$ cat src/rtl/lane_rr_scheduler_pkg.sv
// Shared widths, lane index type and index-width helper for the lane round-robin scheduler.
package lane_sched_pkg;

  function automatic int unsigned idx_w(input int unsigned n);
    return (n <= 1) ? 1 : $clog2(n);
  endfunction

  localparam int unsigned DEF_N_REQ  = 4;
  localparam int unsigned DEF_DATA_W = 4;
  localparam int unsigned DEF_IDX_W  = idx_w(DEF_N_REQ);

  typedef logic [DEF_IDX_W-1:0] lane_idx_t;

endpackage

$ cat src/rtl/lane_rr_scheduler_rr_pick.sv
// Combinational round-robin picker: first asserted req after 'last', wrapping modulo N_REQ.
module rr_pick
  import lane_sched_pkg::*;
#(
  parameter int unsigned N_REQ = DEF_N_REQ,
  localparam int unsigned IDX_W = idx_w(N_REQ)
) (
  input  logic [N_REQ-1:0] req,
  input  logic [IDX_W-1:0] last,
  input  logic             en,
  output logic [N_REQ-1:0] gnt,
  output logic [IDX_W-1:0] gnt_idx
);

  logic [IDX_W-1:0] pos;
  logic             found;

  // Walk N_REQ positions starting just after 'last'; the final step revisits 'last' itself.
  always_comb begin
    gnt     = '0;
    gnt_idx = '0;
    found   = 1'b0;
    pos     = last;
    for (int unsigned i = 0; i < N_REQ; i++) begin
      pos = (pos == IDX_W'(N_REQ - 1)) ? '0 : pos + IDX_W'(1);
      if (en && !found && req[pos]) begin
        found    = 1'b1;
        gnt[pos] = 1'b1;
        gnt_idx  = pos;
      end
    end
  end

endmodule

$ cat src/rtl/lane_rr_scheduler.sv
// Round-robin scheduler sharing one registered lane output stage among N_REQ requesters.
module lane_rr_scheduler
  import lane_sched_pkg::*;
#(
  parameter int unsigned N_REQ  = DEF_N_REQ,
  parameter int unsigned DATA_W = DEF_DATA_W,
  localparam int unsigned IDX_W = idx_w(N_REQ)
) (
  input  logic                      clk,
  input  logic                      rst,
  input  logic [N_REQ-1:0]          req_valid,
  input  logic [N_REQ*DATA_W-1:0]   req_data,
  output logic [N_REQ-1:0]          req_ready,
  output logic                      out_valid,
  output logic [DATA_W-1:0]         out_data,
  output logic [IDX_W-1:0]          out_lane,
  input  logic                      out_ready
);

  logic              can_load_c;
  logic              pick_en_c;
  logic              xfer_c;
  logic [IDX_W-1:0]  gnt_idx_c;
  logic [DATA_W-1:0] sel_data_c;
  logic [IDX_W-1:0]  last_grant;

  // Load when the register is empty or being drained this cycle; never during reset.
  assign can_load_c = !out_valid || out_ready;
  assign pick_en_c  = can_load_c && !rst;

  rr_pick #(.N_REQ(N_REQ)) u_pick (
    .req     (req_valid),
    .last    (last_grant),
    .en      (pick_en_c),
    .gnt     (req_ready),
    .gnt_idx (gnt_idx_c)
  );

  assign xfer_c = |req_ready;

  // One-hot AND-OR mux keeps the grant path independent of req_data.
  always_comb begin
    sel_data_c = '0;
    for (int unsigned k = 0; k < N_REQ; k++) begin
      sel_data_c = sel_data_c | (req_data[k*DATA_W +: DATA_W] & {DATA_W{req_ready[k]}});
    end
  end

  always_ff @(posedge clk) begin
    if (rst) begin
      out_valid  <= 1'b0;
      out_data   <= '0;
      out_lane   <= '0;
      last_grant <= IDX_W'(N_REQ - 1);
    end else if (xfer_c) begin
      out_valid  <= 1'b1;
      out_data   <= sel_data_c;
      out_lane   <= gnt_idx_c;
      last_grant <= gnt_idx_c;
    end else if (out_ready) begin
      out_valid  <= 1'b0;
    end
  end

endmodule

$ cat config.mk
export PLATFORM = sky130hd
export DESIGN_NAME = lane_rr_scheduler
export DESIGN_NICKNAME = d
export VERILOG_FILES = /design/src/rtl/lane_rr_scheduler_pkg.sv /design/src/rtl/lane_rr_scheduler_rr_pick.sv /design/src/rtl/lane_rr_scheduler.sv
export SDC_FILE = /design/constraint.sdc
export NUM_CORES = 1
export LEC_CHECK = 0
export BUFFER_PORTS_ARGS = -buffer_cell sky130_fd_sc_hd__buf_2
export CAP_MARGIN = 20
export CORE_MARGIN = 2
export CORE_UTILIZATION = 40
export DETAILED_ROUTE_END_ITERATION = 8
export PLACE_DENSITY = 0.65
export SLEW_MARGIN = 15
export SYNTH_ARGS = -nofsm -noshare
export SYNTH_HDL_FRONTEND = slang
export SYNTH_SLANG_ARGS = --single-unit
$ cat constraint.sdc
create_clock -name clk -period 12.4 [get_ports clk]
set_clock_uncertainty 0.05 [all_clocks]
set_input_delay 3.72 -clock clk [delete_from_list [all_inputs] [get_ports clk]]
set_output_delay 3.72 -clock clk [all_outputs]
set_load 0.01 [all_outputs]
# --- After elaboration in Yosys (flattened, before gate mapping) ---
# Index checks and enable logic that the tools add are counted.
totals:
  register_bits: 9
  latch_bits: 0
  ram_bits: 0
  romBits: 0
  in_bits: 23
  n_memories: 0
op_classes:
  addsub: 4
  multipliers: 0
  div_mod_pow: 0
  n_lt_le_gt_ge: 8
  eq_ne: 4
  shift: 0
  muxes: 33
  bitwise: 10
  n_reduce_logical: 20
ops:
  columns: ["cell", "n"]
  rows:
  - ["$or 4x4->4", 6]
  - ["$and 4x4->4", 4]
  - ["$mux 2", 8]
  - ["$mux 4", 4]
  - ["$mux 1", 13]
  - ["$logic_and 1x1->1", 12]
  - ["$lt 2x3->1 const B", 4]
  - ["$add 2x1->2 const B", 4]
  - ["$bmux 1 s2", 4]
  - ["$demux 1 s2", 4]
  - ["$eq 2x2->1 const B", 4]
  - ["$ge 2x1->1 const B", 4]
  - ["$logic_not 1->1", 5]
  - ["$reduce_or 4->1", 1]
  - ["$reduce_bool 2->1", 1]
  - ["$logic_or 1x1->1", 1]

# --- Depth between registers and ports, before layout ---
logic_depth:
  depth_word: 22
  depth_mapped: 15
  mapped_depth_nobuf: 9

# --- Modules after synthesis ---
# A second synthesis with hierarchy kept.
hier_totals:
  cells_unflattened: 99
  area_unflattened_um2: 868.3
by_module_without_submodules:
  columns: ["mod", "instances", "cells_each", "area_per_inst_um2", "seq_area_each_um2"]
  rows:
  - ["rr_pick", 1, 57, 480.5, 0.0]
  - ["lane_rr_scheduler", 1, 42, 387.9, 180.2]

# --- Worst setup path after synthesis ---
# Ideal clock, no wire load.
synth_path:
  path_kind: "in2out"
  from: "input req_valid[2]"
  to: "output req_ready[0]"
  t_arrival_ns: 5.187
  t_required_ns: 8.630
  slack_ns: 3.443
  cell_stages: 8
  n_path_buf: 3
  cell_sequence: "buf_6 > nor4b_1 > o21ai_0 > a211oi_1 > and2_1 > buf_2 > buf_1 > a21o_2"
synth_via:
  elab_chain_len: 16
synth_lines:
  columns: ["element", "line_no", "rtl"]
  rows:
  - ["start: declaration", "lane_rr_scheduler.sv:11", "input logic [N_REQ-1:0] req_valid,"]
  - ["$bmux 1 s2", "lane_rr_scheduler_rr_pick.sv:26", "if (en && !found && req[pos]) begin"]
  - ["$mux 1 (not written as such)", "lane_rr_scheduler_rr_pick.sv:26", null]
  - ["$logic_and 1x1->1", "lane_rr_scheduler_rr_pick.sv:26", null]
  - ["$mux 1", "lane_rr_scheduler_rr_pick.sv:26", null]
  - ["$logic_not 1->1", "lane_rr_scheduler_rr_pick.sv:26", null]
  - ["$logic_and 1x1->1 (2 in a row)", "lane_rr_scheduler_rr_pick.sv:26", null]
  - ["$mux 1", "lane_rr_scheduler_rr_pick.sv:26", null]
  - ["$logic_not 1->1", "lane_rr_scheduler_rr_pick.sv:26", null]
  - ["$logic_and 1x1->1 (2 in a row)", "lane_rr_scheduler_rr_pick.sv:26", null]
  - ["$mux 1", "lane_rr_scheduler_rr_pick.sv:26", null]
  - ["$logic_not 1->1", "lane_rr_scheduler_rr_pick.sv:26", null]
  - ["$logic_and 1x1->1 (2 in a row)", "lane_rr_scheduler_rr_pick.sv:26", null]
  - ["$mux 4 (*)", "lane_rr_scheduler_rr_pick.sv:26", null]
  - ["end: declaration", "lane_rr_scheduler.sv:13", "output logic [N_REQ-1:0] req_ready,"]
# Every way passes the cells marked *; elsewhere a longest branch is shown, timed or not. The select of a mux whose other input is x is not followed.

# --- Worst setup path after layout ---
layout_path:
  from: "input req_valid[0]"
  to: "output req_ready[1]"
# The elaborated chain is that of the path after synthesis.

==> reports/metrics.yaml <==
status:
  status: "finished, final reports clean"
floorplanning:
  die_x_um: 60.1
  initial_core_util: 0.416
  ios: 34
  core_um2: 3030
  dieArea_um2: 3610
  die_h_um: 60.1
  placement_rows: 20
timing:
  min_period_ps: 9570
  worst_slack_ps: 2830
  rsz0062_at_grt: "no"
  fmax_mhz: 104
  fin_crit_sh: 0.772
  slew_headroom: 0.524
  drv_slew: 0
  setup_viol: 0
  worst_pin_slew_ps: 714
  hold_violations: 0
  finalSetupTns_ps: 0
detailed_routing:
  drtIter0Drc: 82
  post_drt_wl_per_cell_um: 15.9
  vias: 1356
  dr.pass1.iters: 5
  ant_nets: 0
  drc: 0
  drt_wl_total_um: 3410
  vias_per_cell: 6.31
place:
  place_ws_ps: 2530
  dpl.cell_count: 211
  placement.io_buffers: 33
  routabilityCongestion: 0.930
  dpl.hpwl_um: 2550
worst_setup_path:
  rr_worst_depth: 9
  crit_arrival_ps: 5800
  cp-end-kind: "primary output"
  slowest_delay_ps: 580
  cp_max_fo: 18
  cp.required_ps: 8630
  path_cells: "buf_2, nor4bb_1, o21ai_0, a211oi_1, and2_1, a221o_1, buf_2"
  worstSetupPathType: "primary input to primary output"
  crit_top_cell: "buf_2"
  setup.worst_path.start_class: "primary input"
  cp_slowest_cell: "and2_1"
logic_synthesis:
  ys_top_cells_by_area: "dfxtp_1, ha_1, a22o_1, a32oi_1, mux2i_1"
  yosys.area_share.adder: 0.0795
  synth_top_family_by_area: "compound AO/OA/AOI/OAI gates"
  synthDistinctLibCells: 54
  ys_warn_count: 0
  async_flop_share: 0
  muxShareOfSynthArea: 0.0845
  synth_top_area_frac: 0.143
  synthXorXnorAreaFrac: 0.00696
  yosysSeqAreaShare: 0.143
  synth_compound_area_frac: 0.376
  syn_nets: 180
  synth-seq-cells: 9
  avgSynthCellArea_um2: 8.45
  synthFlopType: "dfxtp_1"
  syn-cell-area_um2: 1260
  synth_edf_count: 0
  postSynthCellCount: 149
  synth_area_leader_cell: "dfxtp_1"
  yosys.area_share.simple: 0.218
clocking:
  insertion_delay_ps: 250
  cts_max_level: 1
  path_clk_slew_ps: 60
  cts_resized: 0
  cts_root_buf: "clkbuf_4"
  cts-buffers-inserted: 3
  clock_sinks: 9
  ctsHoldBuffers: 0
  post_cts_buffers: 0
  cts_tree: "built"
  clock_tree.buffer_depth: 2
final_layout:
  n_fill_cell: 309
  drive_gt1_frac: 0.263
  nets: 203
  n_antenna_cell: 0
  final_cells: 215
  layout_common_cells: "buf_2, nand2_1, dfxtp_1"
  synthToLayoutAreaGrowth_pct: 12.7
  final_common_cell: "buf_2"
global_route:
  use_met1: 0.274
  use_met3: 0.00866
  grt_pass1_vias: 1240
  top_usage_layer: "met2"
  met2_usage: 0.303
  grt_usage: 0.192
  grt_pass1_wl_um: 5450
  antenna_found_initial: 0
  gr-total-overflow: 0
  grt_start_max_net_pins: 19
pwr:
  leakage_nw: 0.615
  ir_drop_uv: 72.4
  powerDensity_nw_per_um2: 224
worst_hold_path:
  hold_depth: 2
  min_path_type: "register to register"
run:
  timing.max_cap.violations: 0
area by class of cell:
type / instances / area, um^2 / area share
timing repair buffer: 34 / 173 / 0.122
tap: 44 / 55.1 / 0.0388
clock buffer: 4 / 26.3 / 0.0185
sequential: 9 / 180 / 0.127
inverter: 4 / 15.0 / 0.0106
multi-input combinational: 120 / 970 / 0.683
worst paths after layout:
kind,slack [ps],endpoint,startpoint
setup reg to reg,8020,out_data[3],last_grant[0]
hold reg to reg,410,out_lane[0],out_lane[0]
setup / recovery,2830,req_ready[1],req_valid[0]
hold / removal,410,out_lane[0],out_lane[0]
state kept, by name, summed over array words and instances (netlist names):
register	flops
out_valid	1
last_grant	2
out_lane	2
out_data	4
worst max-delay path: cells and delay by family:
kind / cells / cell delay [ps]
AOI/OAI and AO/OA: 3 / 890
and+or+nand+nor: 2 / 850
buffers and inverters: 2 / 340
layer usage:
layer  routed length [um]  part of all wire
met1                 1550              0.46
met2                 1600              0.47
met3                  216             0.063
met4                   47             0.014
met5                    0                 0
stage by stage:
step / hold slack, ps / power [mW] / instance area [um^2] / util
2_1_floorplan: 423 / 0.254 / 1260 / -
3_3_place_gp: 388 / 0.288 / 1390 / 0.457
3_5_place_dp: 406 / 0.292 / 1390 / 0.457
4_1_cts: 416 / 0.315 / 1410 / 0.466
5_1_grt: 450 / 0.346 / 1420 / 0.469
6_report: 412 / 0.318 / 1420 / 0.469
power breakdown:
part           switching (mW)  total (mW)  leakage, nW  internal, mW
Combinational           0.140       0.242        0.525         0.102
Sequential             0.0138      0.0539       0.0746        0.0402
Clock                 0.00972      0.0221       0.0150        0.0124
synthesized netlist by cell type, types with 5 or more instances:
cell      instances
a32oi_1           7
mux2i_1           5
nand2_1          10
a22o_1            7
a31oi_1           5
ha_1              8
clkbuf_1          5
dfxtp_1           9
nand3_1           8
cells by family after synthesis:
kind of cell / after synthesis
compound gates: 59
simple gates: 44
buf+inv: 20
flops: 9
mux: 8
fa+ha+maj: 8
xor+xnor: 1
No activity file was read; power rests on OpenSTA's default activity.
